**src/rtl/instr_loader.sv**
```systemverilog
// -----------------------------------------------------------------------------
// instr_loader
//
// Program-load and run-control front end for the MIPS pipeline. Bytes from the
// debug link are assembled MSB-first into instruction words and written into
// the pipeline's instruction memory through an auto-incrementing write port.
// Once the program is in, the pipeline reset is released and run-time command
// bytes drive the pipeline halt input.
//
// Ports:
//   clk                 single clock
//   i_rst_n             synchronous active-low reset
//   i_rx_data           stream byte
//   i_rx_valid          one-cycle strobe, byte taken on every edge it is high
//   o_we_IF             registered instruction-memory write strobe
//   o_instruction_data  word being written (holds until the next word)
//   o_cpu_rst_n         active-low pipeline reset (high only while running)
//   o_halt              pipeline halt
//   o_instr_count       words written during the current load
//   o_loading           high while loading
//   o_running           high while running
//   o_error             sticky empty-program flag
//
// NB_DATA must be an integer multiple (>= 2) of NB_BYTE.
// -----------------------------------------------------------------------------
module instr_loader #(
    parameter int                 NB_DATA    = 32,
    parameter int                 NB_BYTE    = 8,
    parameter int                 MAX_INSTR  = 64,
    parameter logic [NB_DATA-1:0] END_WORD   = {NB_DATA{1'b1}},
    parameter logic [NB_BYTE-1:0] CMD_LOAD   = 8'h4C,
    parameter logic [NB_BYTE-1:0] CMD_HALT   = 8'h48,
    parameter logic [NB_BYTE-1:0] CMD_RESUME = 8'h52
) (
    input  logic                           clk,
    input  logic                           i_rst_n,
    input  logic [NB_BYTE-1:0]             i_rx_data,
    input  logic                           i_rx_valid,
    output logic                           o_we_IF,
    output logic [NB_DATA-1:0]             o_instruction_data,
    output logic                           o_cpu_rst_n,
    output logic                           o_halt,
    output logic [$clog2(MAX_INSTR+1)-1:0] o_instr_count,
    output logic                           o_loading,
    output logic                           o_running,
    output logic                           o_error
);

    localparam int BYTES = NB_DATA / NB_BYTE;
    localparam int BCW   = (BYTES > 1) ? $clog2(BYTES) : 1;
    localparam int CW    = $clog2(MAX_INSTR + 1);
    localparam int ASW   = NB_DATA - NB_BYTE;   // bytes held before the last one arrives

    localparam logic [BCW-1:0] LAST_BYTE = BCW'(BYTES - 1);
    localparam logic [CW-1:0]  MAX_CNT   = CW'(MAX_INSTR);

    typedef enum logic [1:0] {
        ST_IDLE,
        ST_LOAD,
        ST_START,
        ST_RUN
    } state_t;

    state_t             state_reg,    state_next;
    logic [BCW-1:0]     byte_cnt_reg, byte_cnt_next;
    logic [ASW-1:0]     asm_reg,      asm_next;
    logic               we_reg,       we_next;
    logic [NB_DATA-1:0] data_reg,     data_next;
    logic               halt_reg,     halt_next;
    logic [CW-1:0]      count_reg,    count_next;
    logic               error_reg,    error_next;

    // Word as it would look if the current byte completes it.
    logic [NB_DATA-1:0] word_in;
    assign word_in = {asm_reg, i_rx_data};

    always_ff @(posedge clk) begin
        if (!i_rst_n) begin
            state_reg    <= ST_IDLE;
            byte_cnt_reg <= '0;
            asm_reg      <= '0;
            we_reg       <= 1'b0;
            data_reg     <= '0;
            halt_reg     <= 1'b0;
            count_reg    <= '0;
            error_reg    <= 1'b0;
        end else begin
            state_reg    <= state_next;
            byte_cnt_reg <= byte_cnt_next;
            asm_reg      <= asm_next;
            we_reg       <= we_next;
            data_reg     <= data_next;
            halt_reg     <= halt_next;
            count_reg    <= count_next;
            error_reg    <= error_next;
        end
    end

    always_comb begin
        state_next    = state_reg;
        byte_cnt_next = byte_cnt_reg;
        asm_next      = asm_reg;
        we_next       = 1'b0;
        data_next     = data_reg;
        halt_next     = halt_reg;
        count_next    = count_reg;
        error_next    = error_reg;

        case (state_reg)
            ST_IDLE: begin
                if (i_rx_valid && i_rx_data == CMD_LOAD) begin
                    state_next    = ST_LOAD;
                    byte_cnt_next = '0;
                    count_next    = '0;
                    error_next    = 1'b0;
                end
            end

            ST_LOAD: begin
                // A full memory needs no terminator: the cycle after the last
                // strobe moves on to START and any byte arriving then is dropped.
                if (count_reg == MAX_CNT) begin
                    state_next = ST_START;
                end else if (i_rx_valid) begin
                    if (byte_cnt_reg == LAST_BYTE) begin
                        byte_cnt_next = '0;
                        if (word_in == END_WORD) begin
                            if (count_reg == '0) begin
                                error_next = 1'b1;
                                state_next = ST_IDLE;
                            end else begin
                                state_next = ST_START;
                            end
                        end else begin
                            we_next    = 1'b1;
                            data_next  = word_in;
                            count_next = count_reg + CW'(1);
                        end
                    end else begin
                        byte_cnt_next = byte_cnt_reg + BCW'(1);
                        asm_next      = word_in[ASW-1:0];
                    end
                end
            end

            ST_START: begin
                // Single cycle of pipeline reset after loading; bytes are dropped.
                state_next = ST_RUN;
            end

            ST_RUN: begin
                if (i_rx_valid) begin
                    if (i_rx_data == CMD_HALT) begin
                        halt_next = 1'b1;
                    end else if (i_rx_data == CMD_RESUME) begin
                        halt_next = 1'b0;
                    end else if (i_rx_data == CMD_LOAD) begin
                        halt_next     = 1'b0;
                        state_next    = ST_LOAD;
                        byte_cnt_next = '0;
                        count_next    = '0;
                        error_next    = 1'b0;
                    end
                end
            end

            default: begin
                state_next = ST_IDLE;
            end
        endcase
    end

    // The pipeline is held in reset everywhere except RUN, so the reset pulse
    // on START and the drop on a reload both fall out of the state register.
    assign o_cpu_rst_n        = (state_reg == ST_RUN);
    assign o_running          = (state_reg == ST_RUN);
    assign o_loading          = (state_reg == ST_LOAD);
    assign o_we_IF            = we_reg;
    assign o_instruction_data = data_reg;
    assign o_halt             = halt_reg;
    assign o_instr_count      = count_reg;
    assign o_error            = error_reg;

endmodule
```
**config.mk**
```make
export PLATFORM = sky130hd
export DESIGN_NAME = instr_loader
export DESIGN_NICKNAME = d
export VERILOG_FILES = /design/src/rtl/instr_loader.sv
export SDC_FILE = /design/constraint.sdc
export NUM_CORES = 1
export LEC_CHECK = 0
export BUFFER_PORTS_ARGS = -buffer_cell sky130_fd_sc_hd__clkbuf_2
export CAP_MARGIN = 20
export CORE_MARGIN = 4
export CORE_UTILIZATION = 51
export DETAILED_ROUTE_END_ITERATION = 6
export GPL_ROUTABILITY_DRIVEN = 0
export GPL_TIMING_DRIVEN = 0
export HOLD_SLACK_MARGIN = 0.08
export PLACE_DENSITY = 0.77
export SYNTH_ARGS = -nofsm -noshare
export SYNTH_HDL_FRONTEND = slang
export SYNTH_SLANG_ARGS = --single-unit
```
**constraint.sdc**
```tcl
create_clock -name clk -period 2.7 [get_ports clk]
set_clock_uncertainty 0.05 [all_clocks]
set_input_delay 0.54 -clock clk [delete_from_list [all_inputs] [get_ports clk]]
set_output_delay 0.54 -clock clk [all_outputs]
set_load 0.01 [all_outputs]
```
==> results.md <==
- Status: complete, no violations
- Sequential share of the synthesized area: 46.5%
- Hold_buf cts: 0
- Post-synth top flop: dfxtp_1
- Most frequent cells in the layout: dfxtp_1 (70), nor2_1 (65), mux2i_1 (58), clkbuf_2 (54), nand4_1 (12)
- Crit-path slowest cell: or4_1
- CTS root buffer: clkbuf_8
- Pwr Density: 561 nW/um^2
- Post-Syn Nets: 312
- P_int: 1.51 mW
- Crit Path Class: reg2reg
- Syn Inst Count: 292
- H-tree levels: 3
- Sw Ratio: 24.7%
- Nets: 377
- Worst EP arrival: 2.35 ns
- Global Route Usage Sum: 18.9%
- Synthesized area: 3010 um^2
- Final max-slew violation count: 0
- Fin Hold WS: 0.431 ns
- CP cell instances: inv_1 -> ha_1 -> nor2b_1 -> nand2_1 -> and2_1 -> a31oi_4 -> or4_1 -> a21oi_1
- Post-Route WL: 6.57 mm
- Residual DRC: 0
- Max reg flops: 32
- Min-Delay Path Class: reg2reg
- Yosys warns: 0
- TNS Setup: 0 ns
- Delay-heaviest family, CP: simple AND/OR/NAND/NOR gates
- Drt wl/cell: 15.1 um
- Postcts setup bufs: 0
- Max cap viols: 0
- Pre-antenna DRT Iters: 4
- Overall die height: 84.8 um
- CP Buf/Inv Count: 1
- Starting density of the core: 53.7%
- Utilization after layout: 63.7%
- Initial antenna violation count: 0
- RSZ-0062 raised after global routing: no
- Placed Cells: 418
- Critical Path Source Type: flip-flop
- CTS resizes: 0
- CTS max path bufs: 2
- Layout area overhead: 18.5%
- Iter 0 DRT Violations: 95
- CTS tree: yes
- Final setup fails: 0
- Rel. slew slack: 62.9%
- Core Area: 5610 um^2
- Fillers: 487
- Number of synthesized flops with an enable pin: 0
- Reg-to-reg setup timing slack: 0.57 ns
- Comb pwr share: 5.5%
- Async set or reset register ratio after synthesis: 0%
- Final worst setup slack: 0.567 ns
- Final HPWL DP: 4.75 mm
- I/O pins: 56
- LEAKAGE: 1.85 nW
- CTS Buf Count: 9
- Clock share of power: 42.4%
- Later-pin clock latency in the skew report: 0.34 ns
- NetSw: 0.494 mW
- Non-filler cells, final: 434
- CTS clock-pin slew for the worst setup and hold paths: 0.07 ns
- Crit path time final: 2.13 ns
- Share of layout cells above drive strength 1: 24.3%
- Post-synth cell types: 43
- Sinks on Clock Net: 70
- Ant diodes: 0
- Crit-path max cell delay: 0.53 ns
- Max FO, Critical Path: 9
- Worst-Margin Slew: 0.557 ns
- WP data required: 2.92 ns
- Number of port buffers: 54
- Vias in the first global route: 2283
- Via density: 5.42
- Commonest non-fill, non-tap cell in the layout: dfxtp_1
- CP endpoint kind: flip-flop
- #FFs+latches synth: 70
- Hold Vio Cnt, Final: 0
- Final period utilization: 79.0%
- Seq pwr share: 52.1%
- Global-route wire length before repair: 11.0 mm
- Dpl ws: 0.394 ns
- Vias: 2352
- F_max: 0.469 GHz
- Die area: 7200 um^2
- VDD IR max: 0.354 mV
- Largest net degree at the start of global routing: 14
- GR Overflow Total: 0
- Rows: 27
- Antenna viol nets, final: 0
- Synth Area per Inst: 10.3 um^2
- Die X: 84.8 um
==> worst reg2reg max path: stages (launching register included) <==
cell     delay (ns)
dfxtp_1        0.41
inv_1          0.10
ha_1           0.19
nor2b_1        0.14
nand2_1        0.09
and2_1         0.24
a31oi_4        0.17
or4_1          0.53
a21oi_1        0.14
==> metrics by stage <==
step | area, um^2 | power, mW
3_5_place_dp | 3370 | 1.18
3_3_place_gp | 3370 | 1.18
6_report | 3570 | 2.00
2_1_floorplan | 3010 | 1.14
4_1_cts | 3570 | 2.01
5_1_grt | 3570 | 2.08
==> worst paths after layout <==
path | from | endpoint | depth (start not counted)
worst max-delay path | o_instr_count[0] | o_instr_count[6] | 8
worst min-delay path | o_error | o_error | 2
worst max register to register | o_instr_count[0] | o_instr_count[6] | 8
worst min register to register | o_error | o_error | 2
==> cells in the mapped netlist (3+ instances only) <==
master    count  area share, %
or3_1         3           0.62
clkbuf_1      7           0.87
mux2i_1      58             19
inv_1         5           0.62
buf_12        3            2.0
nand2_1       4           0.50
nand4_1      12            2.5
dfxtp_1      70             47
nand3_1       6            1.0
ha_1          9            3.7
nor2_1       65            8.1
a21oi_1       7            1.2
buf_6         3            1.1
o21ai_1       3           0.50
==> logic make-up after synthesis <==
group | share of synthesized area (%)
compound gates | 5.77
simple gates | 19.4
mux | 19.3
fa+ha+maj | 3.74
buf+inv | 5.23
flops | 46.5
==> layout make-up <==
type | instances | area [um^2] | area share, %
Multi-Input combinational cell | 201 | 1450 | 40.7
Sequential cell | 70 | 1400 | 39.3
Timing Repair Buffer | 54 | 270 | 7.57
Buffer | 15 | 135 | 3.79
Clock buffer | 10 | 128 | 3.58
Tap cell | 72 | 90.1 | 2.52
Clock inverter | 6 | 70.1 | 1.96
Inverter | 6 | 22.5 | 0.631
==> power by group through the flow <==
stage / logic (mW) / registers, mW / clock network, mW
after floorplan: 0.0724 / 1.07 / 0
after global placement: 0.107 / 1.07 / 0
after detailed placement: 0.109 / 1.07 / 0
after CTS: 0.110 / 1.04 / 0.858
after global routing: 0.119 / 1.04 / 0.917
final: 0.110 / 1.04 / 0.849
==> per-layer routing <==
| layer | vias up | wire (um) | GRT usage [%] |
|---|---|---|---|
| met5 | - | 0 | 0 |
| met4 | 0 | 113 | 7.34 |
| met3 | 11 | 327 | 5.05 |
| met2 | 54 | 3040 | 30.8 |
| met1 | 1121 | 3090 | 24.1 |
| li1 | 1166 | - | - |
(Power assumes the default switching activity.)
